--- config.mk ---
export PLATFORM = sky130hd
export DESIGN_NAME = ahb_req_queue
export DESIGN_NICKNAME = d
export VERILOG_FILES = /design/src/rtl/ahb_pkg.sv /design/src/rtl/sync_fifo.sv /design/src/rtl/ahb_req_queue.sv
export SDC_FILE = /design/constraint.sdc
export NUM_CORES = 1
export LEC_CHECK = 0
export ABC_AREA = 0
export CORE_AREA = 3 3 262 161
export DETAILED_ROUTE_END_ITERATION = 8
export DIE_AREA = 0 0 265 164
export GPL_TIMING_DRIVEN = 0
export SYNTH_ARGS = -nofsm -noshare
export SYNTH_HDL_FRONTEND = slang
export SYNTH_HIERARCHICAL = 1
export SYNTH_SLANG_ARGS = --single-unit
export TNS_END_PERCENT = 100
--- constraint.sdc ---
create_clock -name i_clk_ahb -period 3.5 [get_ports i_clk_ahb]
set_input_delay 0.7 -clock i_clk_ahb [delete_from_list [all_inputs] [get_ports i_clk_ahb]]
set_output_delay 0.7 -clock i_clk_ahb [all_outputs]
set_load 0.1 [all_outputs]
--- src/rtl/ahb_pkg.sv ---
// Shared types for the AHB request queue: the request record carried through the
// request FIFO and the read/write direction encoding.
package ahb_pkg;
    localparam int AHB_AW = 32;
    localparam int AHB_DW = 32;

    localparam logic RD = 1'b0;
    localparam logic WR = 1'b1;

    typedef struct packed {
        logic [AHB_AW-1:0] addr;
        logic              rd0_wr1;
        logic [AHB_DW-1:0] wr_data;
    } ahb_req_t;
endpackage

--- src/rtl/sync_fifo.sv ---
// Show-ahead synchronous FIFO; full/empty come from the occupancy counter.
// A push while full is accepted only when a pop happens in the same cycle.
module sync_fifo #(
    parameter int WIDTH = 8,
    parameter int DEPTH = 4
) (
    input  logic                           i_clk,
    input  logic                           i_rstn,
    input  logic                           i_push,
    input  logic [WIDTH-1:0]               i_data,
    input  logic                           i_pop,
    output logic [WIDTH-1:0]               o_data,
    output logic [$clog2(DEPTH+1)-1:0]     o_count,
    output logic                           o_full,
    output logic                           o_empty
);
    localparam int PW = $clog2(DEPTH);
    localparam int CW = $clog2(DEPTH+1);

    logic [WIDTH-1:0] r_mem [DEPTH];
    logic [PW-1:0]    r_wptr;
    logic [PW-1:0]    r_rptr;
    logic [CW-1:0]    r_count;
    logic             w_push;
    logic             w_pop;

    assign o_full  = (r_count == CW'(DEPTH));
    assign o_empty = (r_count == '0);
    assign w_pop   = i_pop && !o_empty;
    assign w_push  = i_push && (!o_full || w_pop);
    assign o_count = r_count;
    // Head is forced to zero when empty so the unreset storage never leaks out.
    assign o_data  = o_empty ? '0 : r_mem[r_rptr];

    always_ff @(posedge i_clk or negedge i_rstn) begin
        if (!i_rstn) begin
            r_wptr  <= '0;
            r_rptr  <= '0;
            r_count <= '0;
        end else begin
            if (w_push) r_wptr <= r_wptr + PW'(1);
            if (w_pop)  r_rptr <= r_rptr + PW'(1);
            case ({w_push, w_pop})
                2'b10:   r_count <= r_count + CW'(1);
                2'b01:   r_count <= r_count - CW'(1);
                default: r_count <= r_count;
            endcase
        end
    end

    always_ff @(posedge i_clk) begin
        if (w_push) r_mem[r_wptr] <= i_data;
    end
endmodule

--- src/rtl/ahb_req_queue.sv ---
// Command stage in front of ahb_master: request FIFO, in-order issue gated by read
// credits, and a response FIFO that can never be overrun by returning read data.
module ahb_req_queue
    import ahb_pkg::*;
#(
    parameter int REQ_DEPTH = 4,
    parameter int RSP_DEPTH = 4,
    parameter int AW        = AHB_AW,
    parameter int DW        = AHB_DW
) (
    input  logic                             i_clk_ahb,
    input  logic                             i_rstn_ahb,
    input  logic                             i_req_valid,
    output logic                             o_req_ready,
    input  logic [AW-1:0]                    i_req_addr,
    input  logic                             i_req_rd0_wr1,
    input  logic [DW-1:0]                    i_req_wr_data,
    output logic                             o_rsp_valid,
    input  logic                             i_rsp_ready,
    output logic [DW-1:0]                    o_rsp_data,
    output logic                             o_m_valid,
    output logic [AW-1:0]                    o_m_addr,
    output logic                             o_m_rd0_wr1,
    output logic [DW-1:0]                    o_m_wr_data,
    input  logic                             i_m_ready,
    input  logic                             i_m_rd_valid,
    input  logic [DW-1:0]                    i_m_rd_data,
    output logic [$clog2(REQ_DEPTH+1)-1:0]   o_req_count,
    output logic [$clog2(RSP_DEPTH+1)-1:0]   o_rd_outstanding,
    output logic                             o_err_unexp_rd
);
    localparam int CW = $clog2(RSP_DEPTH+1);

    ahb_req_t      w_req_in;
    ahb_req_t      w_head;
    logic          w_req_full;
    logic          w_req_empty;
    logic          w_issue;
    logic          w_issue_rd;
    logic          w_ret;
    logic          w_unexp;
    logic          w_rsp_full;
    logic          w_rsp_empty;
    logic          w_rsp_pop;
    logic [CW-1:0] w_rsp_count;
    logic [CW:0]   w_credit_sum;
    logic          w_credit_ok;
    logic [CW-1:0] r_rd_out;
    logic          r_err;

    assign w_req_in.addr    = i_req_addr;
    assign w_req_in.rd0_wr1 = i_req_rd0_wr1;
    assign w_req_in.wr_data = i_req_wr_data;

    // Push is gated by !full here, so the FIFO's pop-while-full admission never applies.
    sync_fifo #(.WIDTH($bits(ahb_req_t)), .DEPTH(REQ_DEPTH)) u_req_fifo (
        .i_clk   (i_clk_ahb),
        .i_rstn  (i_rstn_ahb),
        .i_push  (i_req_valid && o_req_ready),
        .i_data  (w_req_in),
        .i_pop   (w_issue),
        .o_data  (w_head),
        .o_count (o_req_count),
        .o_full  (w_req_full),
        .o_empty (w_req_empty)
    );

    assign o_req_ready  = !w_req_full;
    assign w_credit_sum = {1'b0, r_rd_out} + {1'b0, w_rsp_count};
    assign w_credit_ok  = (w_credit_sum < (CW+1)'(RSP_DEPTH));

    assign o_m_valid   = !w_req_empty && ((w_head.rd0_wr1 == WR) || w_credit_ok);
    assign o_m_addr    = w_head.addr;
    assign o_m_rd0_wr1 = w_head.rd0_wr1;
    assign o_m_wr_data = w_head.wr_data;

    assign w_issue    = o_m_valid && i_m_ready;
    assign w_issue_rd = w_issue && (w_head.rd0_wr1 == RD);
    assign w_ret      = i_m_rd_valid && (r_rd_out != '0);
    assign w_rsp_pop  = o_rsp_valid && i_rsp_ready;
    assign w_unexp    = i_m_rd_valid && ((r_rd_out == '0) || (w_rsp_full && !w_rsp_pop));

    sync_fifo #(.WIDTH(DW), .DEPTH(RSP_DEPTH)) u_rsp_fifo (
        .i_clk   (i_clk_ahb),
        .i_rstn  (i_rstn_ahb),
        .i_push  (w_ret),
        .i_data  (i_m_rd_data),
        .i_pop   (w_rsp_pop),
        .o_data  (o_rsp_data),
        .o_count (w_rsp_count),
        .o_full  (w_rsp_full),
        .o_empty (w_rsp_empty)
    );

    assign o_rsp_valid      = !w_rsp_empty;
    assign o_rd_outstanding = r_rd_out;
    assign o_err_unexp_rd   = r_err;

    always_ff @(posedge i_clk_ahb or negedge i_rstn_ahb) begin
        if (!i_rstn_ahb) begin
            r_rd_out <= '0;
            r_err    <= 1'b0;
        end else begin
            case ({w_issue_rd, w_ret})
                2'b10:   r_rd_out <= r_rd_out + CW'(1);
                2'b01:   r_rd_out <= r_rd_out - CW'(1);
                default: r_rd_out <= r_rd_out;
            endcase
            if (w_unexp) r_err <= 1'b1;
        end
    end
endmodule

==> impl_summary.log <==
[metrics] outcome: finished, final reports clean
[metrics] Chip Height: 164 µm
[metrics] global-route wire length before repair: 50960 µm
[metrics] fmax: 296.0 MHz
[metrics] core outline area: 40080 µm²
[metrics] remaining antenna violation count after routing: 0
[metrics] fraction of layout cells with a size suffix above 1: 28.07%
[metrics] crit path max fanout: 10
[metrics] Hold Path End: o_err_unexp_rd$_DFFE_PN0P_
[metrics] Worst slew margin: 25.91%
[metrics] number of nets in the layout: 1109
[metrics] number of cells on the worst reg-to-reg path: 8
[metrics] detailed-router iteration count before antenna repair: 4
[metrics] sequential fraction of the synthesis area: 75.99%
[metrics] number of enable-type register cells in the synthesized netlist: 388
[metrics] post-place setup slack: -417.8 ps
[metrics] pin count of the biggest net entering global routing: 66
[metrics] number of setup buffers added after CTS: 0
[metrics] Final setup violation count: 0
[metrics] Die Outline Area: 43460 µm²
[metrics] total grt overflow: 0
[metrics] mean cell area of the mapped netlist: 21.49 µm²
[metrics] async set or reset register ratio after synthesis: 4.433%
[metrics] ratio of routed vias to standard cells: 4.962
[metrics] clock sink count: 406
[metrics] setup slack of the most critical reg-to-reg path: 200 ps
[metrics] post-detailed-routing wire length: 33390 µm
[metrics] area taken by multi-input logic gates: 3535 µm²
[metrics] largest clock skew in the final design: 22.98 ps
[metrics] part of the cycle the worst path needs: 96.54%
[metrics] post-synthesis cell type with the largest combined area: sky130_fd_sc_hd__edfxtp_1
[metrics] die span in x: 265 µm
[metrics] data required time at the worst endpoint: 2800 ps
[metrics] CTS Buffer Depth: 3
[metrics] share of the core filled with cells: 50.03%
[metrics] most used standard cell by instance count after synthesis: sky130_fd_sc_hd__edfxtp_1
[metrics] main flop type after synthesis: sky130_fd_sc_hd__edfxtp_1
[metrics] via count of the first global-routing pass: 8174
[metrics] Root Driver: sky130_fd_sc_hd__clkbuf_16
[metrics] worst setup path category: flop to primary output
[metrics] Reg2Reg Capture Point: u_req_fifo/r_mem[2][7]$_DFFE_PP_
[metrics] worst min-delay path class: flop to flop
[metrics] hold violation total from the final report: 0
[metrics] Final Critical Period: 3379 ps
[metrics] total of fill cells in the finished design: 3260
[metrics] CTS tree: yes
[metrics] most instantiated cells after synthesis: sky130_fd_sc_hd__edfxtp_1 (388), sky130_fd_sc_hd__and2_1 (102), sky130_fd_sc_hd__mux4_2 (97)
[metrics] wire length per cell after detailed routing: 21.53 µm
[metrics] synthesized cell area: 15930 µm²
[metrics] share of the synthesized area in the top cell type: 73.16%
[metrics] most area-consuming cells after synthesis: sky130_fd_sc_hd__edfxtp_1 (73%), sky130_fd_sc_hd__mux4_2 (14%), sky130_fd_sc_hd__and2_1 (4.0%)
[metrics] worst hold stages: 1
[metrics] Critical Path Sink Type: primary output
[metrics] net count after synthesis: 859
[metrics] count of maximum capacitance violations: 0
[metrics] insertion delay to the later sink of the worst-skew pair: 540 ps
[metrics] Seq cells post-synth: 406
[metrics] area delta synth->final: 25.92%
[metrics] HPWL after detailed placement: 21660 µm
[metrics] count of final max-slew check failures: 0
[metrics] Final Worst Setup Slack: 121.1 ps
[metrics] total area of sequential cells: 12110 µm²
[metrics] count of warnings emitted by yosys: 6
[metrics] transition time at the pin with the least slew margin: 1111 ps
[metrics] CTS clock-pin slew for the worst setup and hold paths: 60 ps
[metrics] Critical Path Source Type: flop
[metrics] antenna violations before repair: 2
[metrics] number of DRC violations after detailed routing: 0
[metrics] DRC marker count from the first detailed-route iteration: 464
[metrics] H-tree depth: 2
[metrics] min-delay src: o_err_unexp_rd$_DFFE_PN0P_
[metrics] Post-Syn Instances: 741
[metrics] worst path arrival time: 2680 ps
[metrics] starting density of the core: 39.73%
[metrics] count of buffers from port buffering: 209
[metrics] via count: 7696
[metrics] I/O pin count: 210
[metrics] CTS buffer count: 41
[metrics] GP Congestion: 0.6892
[metrics] row cnt: 57
[metrics] Global Route Usage Sum: 15.51%
[metrics] hold_ws: 463.0 ps
[metrics] distinct cell type count of the synthesized netlist: 42
[metrics] Crit Reg-Reg Startpoint: u_req_fifo/r_rptr[1]$_DFFE_PN0P_
[metrics] RSZ-0062 raised after global routing: false
## how the worst max path moves through the flow
stage,from,end,slack (ps),cells after the start
finish,u_rsp_fifo/r_rptr[1]$_DFFE_PN0N_,o_rsp_data[13],120,5
global route,u_req_fifo/r_rptr[0]$_DFFE_PN0P_,o_m_addr[29],7,6
CTS,u_req_fifo/r_rptr[1]$_DFFE_PN0P_,u_req_fifo/o_count[2]$_DFFE_PN0P_,10,14
detailed placement,u_req_fifo/o_count[0]$_DFFE_PN0P_,o_m_valid,-420,7
global placement,u_req_fifo/o_count[0]$_DFFE_PN0P_,o_m_valid,-380,7
floorplan,u_req_fifo/o_count[0]$_DFFE_PN0P_,u_req_fifo/o_count[2]$_DFFE_PN0P_,150,14
## cells in the final DEF, fill, tap and decap left out, drive strengths merged, types with 8 or more instances in the layout
cell type        n
clkbuf          68
and2           106
nor2             8
clkdlybuf4s50  110
edfxtp         388
ha              12
inv             20
dfrtp           18
clkinv          16
clkdlybuf4s15   87
dlygate4sd2      9
mux4            97
buf             21
## registers in the layout, indices dropped and copies added, names as in the netlist, 3 cells and up
register and flops:
u_req_fifo/r_mem 260, u_rsp_fifo/r_mem 128, o_rd_outstanding 3, u_req_fifo/o_count 3, u_rsp_fifo/o_count 3
## metal layers
layer | vias up | routed length [µm] | track usage [%]
li1 | 3457 | - | -
met1 | 4068 | 15560 | 22.51
met2 | 125 | 16090 | 24.57
met3 | 44 | 1195 | 2.890
met4 | 2 | 529 | 3.679
met5 | - | 13 | 0
## logic make-up after synthesis
kind of cell               Yosys count  synth area share, %
adders and majority gates           15                1.320
xor gates and xnor gates            14               0.7700
and+or+nand+nor                    137                5.272
DFF                                406                75.99
buffers and inverters               56                2.058
muxes                              100                13.95
AOI/OAI and AO/OA                   13               0.6443
## cell type report
cell class	instances	share of cell area (%)
flip-flops and latches	406	60.37
multi-input cells	279	17.63
repair buffers	209	10.87
clock buffers	53	5.447
well taps	531	3.313
plain buffers	34	1.292
clock inverters	18	0.6988
inverters	20	0.3744
diodes	1	0.01248
## metrics by stage
step                std cells  area, µm²  TNS (ps)
finish                   1551      20050         0
global route             1551      20050         0
CTS                      1551      20040         0
detailed placement       1481      18710    -87590
global placement         1481      18710    -70610
floorplan                 741      15950         0
## timing repair
action,CTS,global route
pin swaps,0,2
endpoints found under the setup margin,362,265
gates cloned,0,0
hold endpoints to repair,0,0
resized for setup,287,10
hold buffers,0,0
## worst max-delay path, cell delays in order (launching register included)
cell                              delay (ps)
sky130_fd_sc_hd__dfrtp_1                 320
sky130_fd_sc_hd__buf_2                   180
sky130_fd_sc_hd__clkbuf_1                600
sky130_fd_sc_hd__mux4_2                  430
sky130_fd_sc_hd__and2_1                  170
sky130_fd_sc_hd__clkdlybuf4s15_2         460
Power is not shown: default switching activity piles up to over one toggle a cycle in this logic, so the estimate is an artifact.
